File: src/rtl/dino_pkg.sv
// Shared encodings for the dino vertical-motion engine.
// Game states, pose encodings and a small width helper.
package dino_pkg;

  localparam logic [1:0] GS_UNBEGIN = 2'b00;
  localparam logic [1:0] GS_RUNNING = 2'b01;
  localparam logic [1:0] GS_DEAD    = 2'b10;

  typedef enum logic [1:0] {
    POSE_GROUND = 2'b00,
    POSE_DUCK   = 2'b01,
    POSE_AIR    = 2'b10,
    POSE_DEAD   = 2'b11
  } pose_t;

  function automatic int dmax(input int a, input int b);
    return (a > b) ? a : b;
  endfunction

endpackage

File: src/rtl/dino_jump_buffer.sv
// Jump press edge detector with a tick-based hold window.
// A press stays pending for JUMP_BUF frame ticks unless consumed.
module dino_jump_buffer #(
  parameter int JUMP_BUF = 3
) (
  input  logic clk,
  input  logic rst,
  input  logic tick,
  input  logic jump,
  input  logic consume,
  output logic pending
);

  localparam int CW = (JUMP_BUF < 1) ? 1 : $clog2(JUMP_BUF + 1);

  logic          jump_q;
  logic [CW-1:0] cnt_q;
  logic          rise;

  assign rise    = jump & ~jump_q;
  assign pending = rise | (cnt_q != '0);

  // edge history and pending-window countdown
  always_ff @(posedge clk) begin
    if (rst) begin
      jump_q <= 1'b0;
      cnt_q  <= '0;
    end else begin
      jump_q <= jump;
      if (consume) begin
        cnt_q <= '0;
      end else if (rise) begin
        cnt_q <= tick ? CW'(JUMP_BUF - 1) : CW'(JUMP_BUF);
      end else if (tick && (cnt_q != '0)) begin
        cnt_q <= cnt_q - CW'(1);
      end
    end
  end

endmodule

File: src/rtl/dino_motion_ctrl.sv
// Dino vertical-motion engine: jumps, double jump, fast-fall,
// landing detection and ceiling clamp, advanced on the frame tick.
module dino_motion_ctrl #(
  parameter int Y_W        = 10,
  parameter int V_W        = 8,
  parameter int GROUND_Y   = 102,
  parameter int START_X    = 10,
  parameter int Y_MAX      = 479,
  parameter int JUMP_V     = 40,
  parameter int GRAV       = 4,
  parameter int FAST_GRAV  = 12,
  parameter int V_MAX_FALL = 60,
  parameter int MAX_JUMPS  = 2,
  parameter int JUMP_BUF   = 3
) (
  input  logic                               clk,
  input  logic                               rst,
  input  logic                               tick,
  input  logic                               jump,
  input  logic                               lying,
  input  logic [1:0]                         gamestate,
  output logic [9:0]                         dino_x,
  output logic [Y_W-1:0]                     dino_y,
  output logic signed [V_W-1:0]              vel,
  output logic [1:0]                         pose,
  output logic [$clog2(MAX_JUMPS+1)-1:0]     jumps_used,
  output logic                               landed
);

  import dino_pkg::*;

  localparam int JW = $clog2(MAX_JUMPS + 1);
  localparam int SW = dmax(Y_W, V_W) + 2;

  localparam logic [Y_W-1:0]        GY     = Y_W'(GROUND_Y);
  localparam logic [Y_W-1:0]        YM     = Y_W'(Y_MAX);
  localparam logic signed [V_W-1:0] JV     = V_W'(JUMP_V);
  localparam logic signed [V_W-1:0] VMIN_V = V_W'(-V_MAX_FALL);
  localparam logic signed [SW-1:0]  GND_S  = SW'(GROUND_Y);
  localparam logic signed [SW-1:0]  YMAX_S = SW'(Y_MAX);
  localparam logic signed [SW-1:0]  VMIN_S = SW'(-V_MAX_FALL);
  localparam logic signed [SW-1:0]  G_S    = SW'(GRAV);
  localparam logic signed [SW-1:0]  FG_S   = SW'(FAST_GRAV);
  localparam logic [JW-1:0]         MAXJ   = JW'(MAX_JUMPS);

  logic [Y_W-1:0]        y_q, y_d;
  logic signed [V_W-1:0] vel_q, vel_d;
  pose_t                 pose_q, pose_d;
  logic [JW-1:0]         ju_q, ju_d;
  logic                  landed_q, landed_d;

  logic                  pending;
  logic                  consume;
  logic                  launch;
  logic                  gs_run;
  logic                  gs_dead;
  logic                  airborne;
  logic                  rising;

  logic signed [SW-1:0]  y_s;
  logic signed [SW-1:0]  v_s;
  logic signed [SW-1:0]  g_s;
  logic signed [SW-1:0]  sum;
  logic signed [SW-1:0]  vdec;

  assign gs_run  = (gamestate == GS_RUNNING);
  assign gs_dead = (gamestate == GS_DEAD);

  // a dino frozen mid-air by Dead resumes falling if play restarts
  assign airborne = (pose_q == POSE_AIR) ||
                    ((pose_q == POSE_DEAD) && (y_q != GY));

  assign rising = !vel_q[V_W-1] && (vel_q != '0);

  assign y_s  = $signed({{(SW-Y_W){1'b0}}, y_q});
  assign v_s  = $signed({{(SW-V_W){vel_q[V_W-1]}}, vel_q});
  assign g_s  = lying ? FG_S : G_S;
  assign sum  = y_s + v_s;
  assign vdec = v_s - g_s;

  // non-running ticks also flush any buffered press
  assign consume = tick & (~gs_run | launch);

  dino_jump_buffer #(
    .JUMP_BUF (JUMP_BUF)
  ) u_jbuf (
    .clk     (clk),
    .rst     (rst),
    .tick    (tick),
    .jump    (jump),
    .consume (consume),
    .pending (pending)
  );

  // motion state register
  always_ff @(posedge clk) begin
    if (rst) begin
      y_q      <= GY;
      vel_q    <= '0;
      pose_q   <= POSE_GROUND;
      ju_q     <= '0;
      landed_q <= 1'b0;
    end else begin
      y_q      <= y_d;
      vel_q    <= vel_d;
      pose_q   <= pose_d;
      ju_q     <= ju_d;
      landed_q <= landed_d;
    end
  end

  // per-tick pose transitions and physics step
  always_comb begin
    y_d      = y_q;
    vel_d    = vel_q;
    pose_d   = pose_q;
    ju_d     = ju_q;
    landed_d = 1'b0;
    launch   = 1'b0;
    if (tick) begin
      unique case (1'b1)
        gs_dead: begin
          pose_d = POSE_DEAD;
        end
        gs_run: begin
          if (!airborne) begin
            if (pending) begin
              pose_d = POSE_AIR;
              vel_d  = JV;
              ju_d   = JW'(1);
              launch = 1'b1;
            end else begin
              pose_d = lying ? POSE_DUCK : POSE_GROUND;
            end
          end else if (pending && (ju_q < MAXJ)) begin
            pose_d = POSE_AIR;
            vel_d  = JV;
            ju_d   = ju_q + JW'(1);
            launch = 1'b1;
          end else begin
            pose_d = POSE_AIR;
            if (sum <= GND_S) begin
              y_d      = GY;
              vel_d    = '0;
              pose_d   = lying ? POSE_DUCK : POSE_GROUND;
              ju_d     = '0;
              landed_d = 1'b1;
            end else if ((sum >= YMAX_S) && rising) begin
              // clamp only while rising so a stall at Y_MAX still falls
              y_d   = YM;
              vel_d = '0;
            end else begin
              y_d   = sum[Y_W-1:0];
              vel_d = (vdec < VMIN_S) ? VMIN_V : vdec[V_W-1:0];
            end
          end
        end
        default: begin
          y_d    = GY;
          vel_d  = '0;
          pose_d = POSE_GROUND;
          ju_d   = '0;
        end
      endcase
    end
  end

  assign dino_x     = 10'(START_X);
  assign dino_y     = y_q;
  assign vel        = vel_q;
  assign pose       = pose_q;
  assign jumps_used = ju_q;
  assign landed     = landed_q;

endmodule

File: config.mk
export PLATFORM = sky130hd
export DESIGN_NAME = dino_motion_ctrl
export DESIGN_NICKNAME = d
export VERILOG_FILES = /design/src/rtl/dino_pkg.sv /design/src/rtl/dino_jump_buffer.sv /design/src/rtl/dino_motion_ctrl.sv
export SDC_FILE = /design/constraint.sdc
export NUM_CORES = 1
export LEC_CHECK = 0
export CORE_ASPECT_RATIO = 1.5
export CORE_MARGIN = 2
export CORE_UTILIZATION = 52
export DETAILED_ROUTE_END_ITERATION = 7
export PLACE_DENSITY = 0.77
export SYNTH_ARGS = -nofsm -noshare
export SYNTH_HDL_FRONTEND = slang
export SYNTH_HIERARCHICAL = 1
export SYNTH_SLANG_ARGS = --single-unit
export TNS_END_PERCENT = 100
File: constraint.sdc
create_clock -name clk -period 3.4 [get_ports clk]
set_clock_uncertainty 0.05 [all_clocks]
set_input_delay 0.34 -clock clk [delete_from_list [all_inputs] [get_ports clk]]
set_output_delay 0.34 -clock clk [all_outputs]
set_load 0.02 [all_outputs]
==> out/qor_table.md <==
| Result | Value |
| --- | --- |
| Worst slew pin tran | 0.582 ns |
| Critical path data arrival time | 3.09 ns |
| Combinational group share of total power | 26.8% |
| Fraction of the yosys area taken by sequential cells | 23.9% |
| Dpl cell area | 2300 um^2 |
| Starting DRC count in detailed routing | 45 |
| Final standard cell area without fillers | 2350 um^2 |
| Number of buffers between clock root and the deepest sink | 2 |
| Int Power | 0.458 mW |
| Buffers inserted by post-CTS timing repair | 0 |
| Final min period | 2.97 ns |
| Clock slew seen by the registers of the worst setup and hold paths | 0.09 ns |
| Buffers on Ports | 27 |
| Die Ht | 80.2 um |
| Power Dens Cells | 285 nW/um^2 |
| Finished Layout Cells | 315 |
| Req. time, crit path | 3.52 ns |
| Total I/O pin count | 40 |
| Worst min path class | reg2reg |
| Setup total negative slack | 0 ns |
| Overall power of the completed layout | 0.671 mW |
| Die area | 4400 um^2 |
| Number of diodes added for antenna fixing | 0 |
| Distinct cell type count of the synthesized netlist | 67 |
| Critical path capture point type | register |
| Net switching power figure | 0.213 mW |
| Core area | 3680 um^2 |
| Number of global-route vias before repair | 1,878 |
| CTS Root Buffer Type | sky130_fd_sc_hd__clkbuf_8 |
| Routed vias | 1,893 |
| Hold Vio Cnt, Final | 0 |
| Final antenna-violating net count | 0 |
| Seq cells post-synth | 24 |
| Yosys warns | 6 |
| Count of hold buffers inserted by post-cts repair | 0 |
| Final layout net count | 294 |
| Gate count of the mapped netlist | 245 |
| Max stage delay on crit path | 0.45 ns |
| Detailed-router iteration count before antenna repair | 5 |
| Maximum number of pins on one net before global-route repair | 27 |
| Number of placement rows | 27 |
| Chip width | 54.8 um |
| Setup crit start kind | register |
| Gr usage total | 25.1% |
| Max Fanout on Critical Path | 9 |
| Crit path max-delay cell type | sky130_fd_sc_hd__dfxtp_1 |
| Final-report max-slew violation count | 0 |
| Combined buffer and inverter count along the critical path | 0 |
| Share of total power in the clock network | 29.4% |
| Number of vias per cell | 6.01 |
| Cells traversed along the worst timing path | ha_1, and2_4, a221oi_4, a31o_4, mux2i_1, o2111ai_1, a22o_2, and3_1, a31o_1 |
| Synthesized area per cell | 8.22 um^2 |
| Setup repair after global routing missed its margin | false |
| Fraction of layout cells with a size suffix above 1 | 9.93% |
| Wire length of the first global-routing pass | 8300 um |
| Quantity of gates resized following cts | 0 |
| Sequential group share of total power | 43.8% |
| WL/cell | 15.9 um |
| Max frequency | 336 MHz |
| Clock buffer count from CTS | 3 |
| Total detailed-routing wirelength | 5010 um |
| Area of the multi-input gates | 1400 um^2 |
| Count of unresolved DRC violations after routing | 0 |
| Final GP Congestion | 0.880 |
| WS Path Type | reg2reg |
| Peak ir drop on the vdd network | 0.000355 V |
| Ys flop type | sky130_fd_sc_hd__dfxtp_1 |
| Fraction of synthesis flops using an asynchronous set or reset pin | 0% |
| Leakage dissipation | 0.953 nW |
| Total overflow reported by the global router | 0 |
| Clock H-tree levels | 1 |
| Run status | completed |
| TritonCTS clock tree | built |
| Final setup viols | 0 |
| Post-Syn Area | 2010 um^2 |
| Crit path max-delay family | compound AO/OA/AOI/OAI gates |
| Starting utilization of the core area | 54.7% |
| Switching power as a share of total power | 31.7% |
| Sum of net half-perimeters after detailed placement | 3990 um |
| Post-synthesis to final-layout area growth | 16.9% |
| Final cell utilization of the core | 63.9% |
| Dpl cells | 311 |
| Crit share post-route | 87.4% |
| Worst max-slew margin expressed relative to the limit | 61.0% |
| Clk Latency, worst-skew pair | 0.27 ns |
| Number of antenna violations at the first check in global routing | 0 |
| Number of enable flip-flop cells after synthesis | 0 |
| FF+latch area | 480 um^2 |
| Fill cell instance count of the final layout | 326 |
| Number of clock sinks | 24 |
| Max_cap viols | 0 |
[worst reg2reg max path, cell delays in order (launching register included)]
cell and delay (ns):
sky130_fd_sc_hd__dfxtp_1 0.45, sky130_fd_sc_hd__ha_1 0.35, sky130_fd_sc_hd__and2_4 0.22, sky130_fd_sc_hd__a221oi_4 0.38
sky130_fd_sc_hd__a31o_4 0.22, sky130_fd_sc_hd__mux2i_1 0.23, sky130_fd_sc_hd__o2111ai_1 0.18, sky130_fd_sc_hd__a22o_2 0.38
sky130_fd_sc_hd__and3_1 0.19, sky130_fd_sc_hd__a31o_1 0.22
[cells by family after synthesis]
kind of cell,count (synthesis),share of synthesized area (%)
simple gates,92,26.3
xor+xnor,9,4.29
mux,1,0.497
fa+ha+maj,14,9.07
compound gates,70,27.1
other cells,2,0.373
buf+inv,33,8.45
flops,24,23.9
[final timing paths]
kind	startpoint	end	slack (ns)	depth (start not counted)
max reg2reg	dino_y[6]$_SDFFE_PP1P_	vel[5]$_SDFFE_PP0P_	0.43	9
max	dino_y[6]$_SDFFE_PP1P_	vel[5]$_SDFFE_PP0P_	0.43	9
min reg2reg	dino_y[1]$_SDFFE_PP1P_	dino_y[1]$_SDFFE_PP1P_	0.47	1
min	dino_y[1]$_SDFFE_PP1P_	dino_y[1]$_SDFFE_PP1P_	0.47	1
[flip-flops by register name, summed over array words and instances (netlist names)]
name,flops
jumps_used,2
u_jbuf/jump_q,1
dino_y,10
pose,2
vel,6
u_jbuf/cnt_q,2
landed,1
[placed cells by master, fill, tap and decap left out, types with 4 or more instances in the layout]
| cell type | netlist | routed |
|---|---|---|
| sky130_fd_sc_hd__o211ai_1 | 4 | 4 |
| sky130_fd_sc_hd__nand2b_1 | 6 | 6 |
| sky130_fd_sc_hd__nor2_1 | 16 | 16 |
| sky130_fd_sc_hd__a22o_1 | 5 | 5 |
| sky130_fd_sc_hd__nand2_1 | 24 | 24 |
| sky130_fd_sc_hd__buf_4 | 12 | 6 |
| sky130_fd_sc_hd__nand3_1 | 4 | 4 |
| sky130_fd_sc_hd__ha_1 | 13 | 13 |
| sky130_fd_sc_hd__clkdlybuf4s50_1 | 0 | 27 |
| sky130_fd_sc_hd__a31oi_1 | 5 | 5 |
| sky130_fd_sc_hd__conb_1 | 2 | 12 |
| sky130_fd_sc_hd__xor2_1 | 5 | 5 |
| sky130_fd_sc_hd__nor3_1 | 8 | 8 |
| sky130_fd_sc_hd__a21oi_1 | 17 | 17 |
| sky130_fd_sc_hd__dfxtp_1 | 24 | 24 |
| sky130_fd_sc_hd__clkbuf_8 | 0 | 4 |
| sky130_fd_sc_hd__inv_1 | 13 | 13 |
[cell usage after synthesis, drive strengths merged (4+ instances only)]
master	n	share of area [%]
nand2	24	4.5
o211ai	4	1.5
nand2b	6	1.9
a31oi	5	1.6
nor2	16	3.0
nand3	6	2.7
a31o	4	2.2
nor3	9	2.5
a22o	6	2.7
dfxtp	24	24
inv	13	2.4
clkbuf	7	1.3
a21oi	17	4.2
and2	4	1.4
buf	13	4.7
o21ai	6	1.7
ha	13	8.1
xnor2	4	2.1
xor2	5	2.2
[power by group through the flow]
stage | combinational, mW | clock [mW] | sequential (mW)
6_report | 0.180 | 0.197 | 0.294
5_1_grt | 0.197 | 0.208 | 0.295
4_1_cts | 0.179 | 0.200 | 0.294
3_5_place_dp | 0.177 | 0 | 0.300
3_3_place_gp | 0.175 | 0 | 0.300
2_1_floorplan | 0.134 | 0 | 0.305
[final cells by class]
| type | count | area share, % |
|---|---|---|
| Tap cell | 43 | 2.28 |
| Timing Repair Buffer | 33 | 13.4 |
| Sequential cell | 24 | 20.4 |
| Multi-Input combinational cell | 198 | 59.5 |
| Inverter | 13 | 2.07 |
| Clock buffer | 4 | 2.34 |
[stage by stage]
step                hold slack, ns  worst slack, ns
global placement             0.440            0.314
CTS                          0.471            0.430
detailed placement           0.452            0.299
global route                 0.493            0.240
finish                       0.474            0.427
floorplan                    0.362            0.559
[routing by layer]
layer | track usage [%] | vias up | part of all wire, % | routed length (um)
met5 | 0 | - | 0 | 0
met2 | 45.0 | 55 | 54 | 2690
met1 | 26.9 | 884 | 38 | 1910
met4 | 13.5 | 0 | 4.8 | 242
li1 | - | 933 | - | -
met3 | 2.60 | 21 | 3.4 | 169
No activity file was read; power rests on OpenSTA's default activity.
